File: src/rtl/seq_alu.sv
// Registered ALU with start/done handshake. Single-cycle logic/arith/shift ops,
// plus iterative unsigned multiply (shift-add) and restoring divide, one bit per clock.
module seq_alu #(
    parameter int WIDTH = 32
) (
    input  logic             clk,
    input  logic             reset,
    input  logic             start,
    input  logic [3:0]       op,
    input  logic [WIDTH-1:0] A,
    input  logic [WIDTH-1:0] B,
    output logic [WIDTH-1:0] C,
    output logic [WIDTH-1:0] C_hi,
    output logic             busy,
    output logic             done,
    output logic             div_zero
);
    localparam int SHW = $clog2(WIDTH);
    localparam int CW  = $clog2(WIDTH + 1);

    localparam logic [3:0] OP_ADD  = 4'd0;
    localparam logic [3:0] OP_SUB  = 4'd1;
    localparam logic [3:0] OP_AND  = 4'd2;
    localparam logic [3:0] OP_OR   = 4'd3;
    localparam logic [3:0] OP_XOR  = 4'd4;
    localparam logic [3:0] OP_SLL  = 4'd5;
    localparam logic [3:0] OP_SRL  = 4'd6;
    localparam logic [3:0] OP_SRA  = 4'd7;
    localparam logic [3:0] OP_MULU = 4'd8;
    localparam logic [3:0] OP_DIVU = 4'd9;

    typedef enum logic {IDLE, CALC} state_t;
    state_t state, state_nxt;

    logic [CW-1:0]    cnt;
    logic [WIDTH-1:0] opnd;     // multiplicand or divisor
    logic [WIDTH-1:0] hi, lo;   // product {hi,lo} / remainder hi, quotient lo
    logic             is_div;

    logic             accept, go_iter, last;
    logic [SHW-1:0]   shamt;
    logic [WIDTH-1:0] alu_res;
    logic [WIDTH:0]   mul_sum, div_rs, div_diff;
    logic [WIDTH-1:0] hi_nxt, lo_nxt;

    assign accept  = start && (state == IDLE);
    assign go_iter = accept && ((op == OP_MULU) || ((op == OP_DIVU) && (B != '0)));
    assign last    = (cnt == CW'(1));
    assign shamt   = B[SHW-1:0];

    always_comb begin
        alu_res = '0;
        case (op)
            OP_ADD:  alu_res = A + B;
            OP_SUB:  alu_res = A - B;
            OP_AND:  alu_res = A & B;
            OP_OR:   alu_res = A | B;
            OP_XOR:  alu_res = A ^ B;
            OP_SLL:  alu_res = A << shamt;
            OP_SRL:  alu_res = A >> shamt;
            OP_SRA:  alu_res = WIDTH'($signed(A) >>> shamt);
            default: alu_res = '0;
        endcase
    end

    // One iteration step; the divide borrow bit decides restore vs. subtract.
    always_comb begin
        mul_sum  = {1'b0, hi} + ({1'b0, opnd} & {(WIDTH+1){lo[0]}});
        div_rs   = {hi, lo[WIDTH-1]};
        div_diff = div_rs - {1'b0, opnd};
        hi_nxt   = '0;
        lo_nxt   = '0;
        if (is_div) begin
            if (!div_diff[WIDTH]) begin
                hi_nxt = div_diff[WIDTH-1:0];
                lo_nxt = {lo[WIDTH-2:0], 1'b1};
            end else begin
                hi_nxt = div_rs[WIDTH-1:0];
                lo_nxt = {lo[WIDTH-2:0], 1'b0};
            end
        end else begin
            hi_nxt = mul_sum[WIDTH:1];
            lo_nxt = {mul_sum[0], lo[WIDTH-1:1]};
        end
    end

    always_ff @(posedge clk or negedge reset) begin
        if (!reset) state <= IDLE;
        else        state <= state_nxt;
    end

    always_comb begin
        state_nxt = state;
        case (state)
            IDLE:    if (go_iter) state_nxt = CALC;
            CALC:    if (last)    state_nxt = IDLE;
            default: state_nxt = IDLE;
        endcase
    end

    always_comb begin
        busy = (state == CALC);
    end

    always_ff @(posedge clk or negedge reset) begin
        if (!reset) begin
            C        <= '0;
            C_hi     <= '0;
            done     <= 1'b0;
            div_zero <= 1'b0;
            cnt      <= '0;
            opnd     <= '0;
            hi       <= '0;
            lo       <= '0;
            is_div   <= 1'b0;
        end else begin
            done     <= 1'b0;
            div_zero <= 1'b0;
            if (accept) begin
                if (go_iter) begin
                    is_div <= (op == OP_DIVU);
                    opnd   <= (op == OP_DIVU) ? B : A;
                    lo     <= (op == OP_DIVU) ? A : B;
                    hi     <= '0;
                    cnt    <= CW'(WIDTH);
                end else if (op == OP_DIVU) begin
                    C        <= '1;
                    C_hi     <= A;
                    div_zero <= 1'b1;
                    done     <= 1'b1;
                end else begin
                    C    <= alu_res;
                    C_hi <= '0;
                    done <= 1'b1;
                end
            end else if (state == CALC) begin
                hi  <= hi_nxt;
                lo  <= lo_nxt;
                cnt <= cnt - CW'(1);
                if (last) begin
                    C    <= lo_nxt;
                    C_hi <= hi_nxt;
                    done <= 1'b1;
                end
            end
        end
    end
endmodule

File: config.mk
export PLATFORM = sky130hd
export DESIGN_NAME = seq_alu
export DESIGN_NICKNAME = d
export VERILOG_FILES = /design/src/rtl/seq_alu.sv
export SDC_FILE = /design/constraint.sdc
export NUM_CORES = 1
export LEC_CHECK = 0
export CAP_MARGIN = 20
export CORE_UTILIZATION = 45
export DETAILED_ROUTE_END_ITERATION = 8
export GPL_TIMING_DRIVEN = 0
export PLACE_DENSITY = 0.64
export SKIP_CTS_REPAIR_TIMING = 1
export SKIP_LAST_GASP = 1
export SYNTH_ARGS = -nofsm -noshare
export SYNTH_HDL_FRONTEND = slang
export SYNTH_SLANG_ARGS = --single-unit
File: constraint.sdc
create_clock -name clk -period 4.53 [get_ports clk]
set_clock_uncertainty 0.1 [all_clocks]
set_input_delay 0.906 -clock clk [delete_from_list [all_inputs] [get_ports clk]]
set_output_delay 0.906 -clock clk [all_outputs]
set_load 0.01 [all_outputs]
==> impl_results.md, run 1 <==
- Status: finished, violations left
- Failing checks: setup timing
- FF+latch area: between 4000 and 5000 um2
- Worst-Skew Late Latency: approximately 0.46 ns
- Layout Utilization: between 50% and 60%
- Post-synthesis mux area share: 9.88%
- PD cells: 589 nW/um2
- Clock-pin slew of the registers on the worst-case setup and hold paths: 0.07 ns
- Antenna viol nets, final: 0
- Cells after DPL: roughly 3.3k
- Unique masters post-synth: 92
- DRT iter0 DRCs: 2801
- Via density: 6.76
- Share of cells above drive strength 1: 11.7%
- Setup Viol. Count Final: 2
- Largest area contributor in the netlist: dfrtp_1
- CTS tree: built
- Max-slew violations: 0
- Max Freq: ~0.22 GHz
- Mean Syn Cell Area: ~7.7 um2
- RSZ-0062 raised after global routing: true
- Die Ht: ~210 um
- Synthesized area: between 15000 and 20000 um2
- # port buffers: ~140
- Core Area: between 40000 and 50000 um2
- Layout area overhead: 18.8%
- Row cnt: 76
- Period minus WS final: approximately 4.6 ns
- # IOs: approximately 140
- Syn Inst Count: around 2.6k
- XOR/XNOR Fraction of Synth Area: between 4 and 5%
- Area contributors post-synth: dfrtp_1, ha_1, a21oi_1
- Mean routed wirelength per cell: 30.8 um
- Max VDD drop: around 330 uV
- Crit start category: primary input
- DRT met1 WL: 37400 um
- LEAKAGE: just over 10 nW
- Fillers: approximately 4.2k
- Net Count, Synth: 2837
- Root Driver: clkbuf_16
- Die Width: roughly 210 um
- Simple-gate share of the synthesized area: 18.6%
- Worst slew pin tran: about 1.2 ns
- Post-detail-place hpwl: approximately 84000 um
- CTS H-Tree Depth: 4
- Largest net degree at the start of global routing: 120
- Routed met2 length: roughly 46000 um
- Post-Synth Adder-Cell Area: between 10% and 20%
- ANT cells: 0
- Type of the worst setup path: primary input to flop
- Pre-antenna DRT Iters: 9
- Vias in the first global route: around 22k
- Share of the synthesized area in the top cell type: a little over a fifth
- Fin worst setup slack: -0.0337 ns
- Final hold vios: 0
- Hold Crit Class: primary input to asynchronous set/reset pin
- EDFF count, synth: 0
- Global-route total usage across every layer: 46.1%
- DRC violation count after routing: 0
- Compound-Gate Fraction of Synth Area: roughly 29%
- Worst EP required: approximately 4.8 ns
- Kind of end point of the critical path: flop
- Max-slew headroom: 17.7%
- Routed vias: 22.9k
- Yosys warnings: 0
- Global-route wire length before repair: approximately 150000 um
- CTS buffer count: 17
- Fin nets: 3036
- Post-Route WL: between 100000 and 150000 um
- Met3 wire length: ~10000 um
- Post-Layout Cell Count: 3396
- Max cap viols: 0
- Multi-input gate area: roughly 15000 um2
- Worst-path fanout max: 10
- Flops & latches, synth: 170
- Die ar.: 45100 um2
- RePlAce Congestion: 1.08
- Overflow after GRT: 0
- Initial antenna violation count: 0
- Crit path arrival time: slightly below 5 ns
- Fin crit share: 101%
- Sequential-to-total area share from yosys stat: a little over a fifth
- Top Metal Used: met4
- Clock Path Buffers: 2
- Initial Util: 45.9%
- # clock sinks: 170
- Asr flop ratio synth: between 90% and 100%
- Main flop type after synthesis: dfrtp_1
- Combinational family with the most area after synthesis: compound AO/OA/AOI/OAI gates
- Overall power: 0.0139 W
- Placement Setup Slack: -2.38 ns
==> synth_stat cells, drive strengths merged (11+ instances only) <==
| cell type | count |
|---|---|
| and3 | 16 |
| a31oi | 45 |
| or3 | 22 |
| a21o | 37 |
| o211ai | 37 |
| or2 | 11 |
| nor3 | 38 |
| nor2 | 276 |
| ha | 163 |
| buf | 55 |
| dfrtp | 170 |
| a22oi | 30 |
| nand2b | 14 |
| and2 | 41 |
| xor2 | 26 |
| o21a | 26 |
| a221oi | 19 |
| o21ai | 198 |
| mux2 | 39 |
| inv | 138 |
| nor4 | 13 |
| mux2i | 67 |
| nor2b | 32 |
| o21bai | 17 |
| nand2 | 263 |
| nand3 | 41 |
| clkbuf | 137 |
| mux4 | 38 |
| a211oi | 69 |
| xnor2 | 73 |
| nand4 | 18 |
| o2111ai | 16 |
| a21oi | 240 |
| o31ai | 53 |
==> logic make-up after synthesis <==
kind of cell	after synthesis
flip-flops	170
multiplexers	144
XOR/XNOR	99
buffers and inverters	331
AND/OR/NAND/NOR	806
AO/OA/AOI/OAI	884
adder cells (fa/ha/maj)	166
==> metal layers <==
metal / up-vias / track usage (%)
li1: 9873 / -
met1: 10900 / 53.6
met2: 1635 / 73.2
met3: 518 / 8.94
met4: 0 / 39.2
met5: - / 0
==> worst max-delay path, stage by stage <==
cell             delay, ns
clkdlybuf4s50_1       0.88
mux2i_1               0.23
mux2_2                0.35
o21ai_0               0.89
or2_0                 0.21
o211ai_1              0.15
o21ai_0               0.67
a21oi_1               0.18
o221ai_1              0.25
o21a_1                0.15
==> sequential cells by signal, summed over array words and instances, names as in the netlist, 6 cells and up <==
register,count
C,32
cnt,6
C_hi,32
lo,32
opnd,32
hi,32
==> where the power goes <==
group	total, W	leakage, nW	internal [W]	switching, W
combinational	0.00950	7.74	0.00365	0.00585
sequential	0.00295	2.10	0.00221	0.000735
clock	0.00148	0.277	0.000767	0.000714
total	0.0139	10.1	0.00663	0.00730
==> cell type report <==
| class | instances | share of cell area, % |
|---|---|---|
| sequential | 170 | 18.0 |
| clock inverter | 14 | 0.566 |
| inverter | 139 | 2.31 |
| tap | 585 | 3.10 |
| timing repair buffer | 187 | 7.56 |
| buffer | 185 | 4.14 |
| clock buffer | 17 | 1.80 |
| multi-input combinational | 2099 | 62.5 |
==> layout by cell type, fill, tap and decap left out, types with 39 or more instances in the layout <==
cell type and count:
xnor2_1 72, buf_4 54, nand2_1 260, o31ai_1 51, o21ai_0 183, a21oi_1 230, a31oi_1 42, clkbuf_1 111
clkdlybuf4s50_1 116, dfrtp_1 169, nor2_1 268, and2_1 39, nand3_1 39, ha_1 156, mux2i_1 67, inv_1 132
a211oi_1 67
==> worst paths after layout <==
kind	start	to	slack, ns	cells past startpoint
worst max-delay path	A[4]	C[15]	-0.03	10
worst min-delay path	reset	hi[23]	0.28	1
worst max register to register	lo[31]	hi[16]	0.06	14
worst min register to register	C[30]	C[30]	0.39	2
max in group asynchronous	reset	lo[0]	3.00	2
min in group clk	C[30]	C[30]	0.39	2
==> metrics by stage <==
stage | TNS (ns) | hold WS, ns | instance area [um2]
6_report | -0.0559 | 0.278 | 23600
5_1_grt | -0.144 | 0.302 | 23600
4_1_cts | -43.50 | 0.295 | 22700
3_5_place_dp | -93.24 | 0.377 | 22100
3_3_place_gp | -901.38 | 0.372 | 22100
2_1_floorplan | -0.00682 | 0.357 | 20000
No activity file was read; power rests on OpenSTA's default activity.
==> run 2, diff against run 1 <==
Settings changed: ABC_CLOCK_PERIOD_IN_PS from default to 4530.
==> results of run 2 <==
Final layout, timing and power as in run 1 (identical DEF).
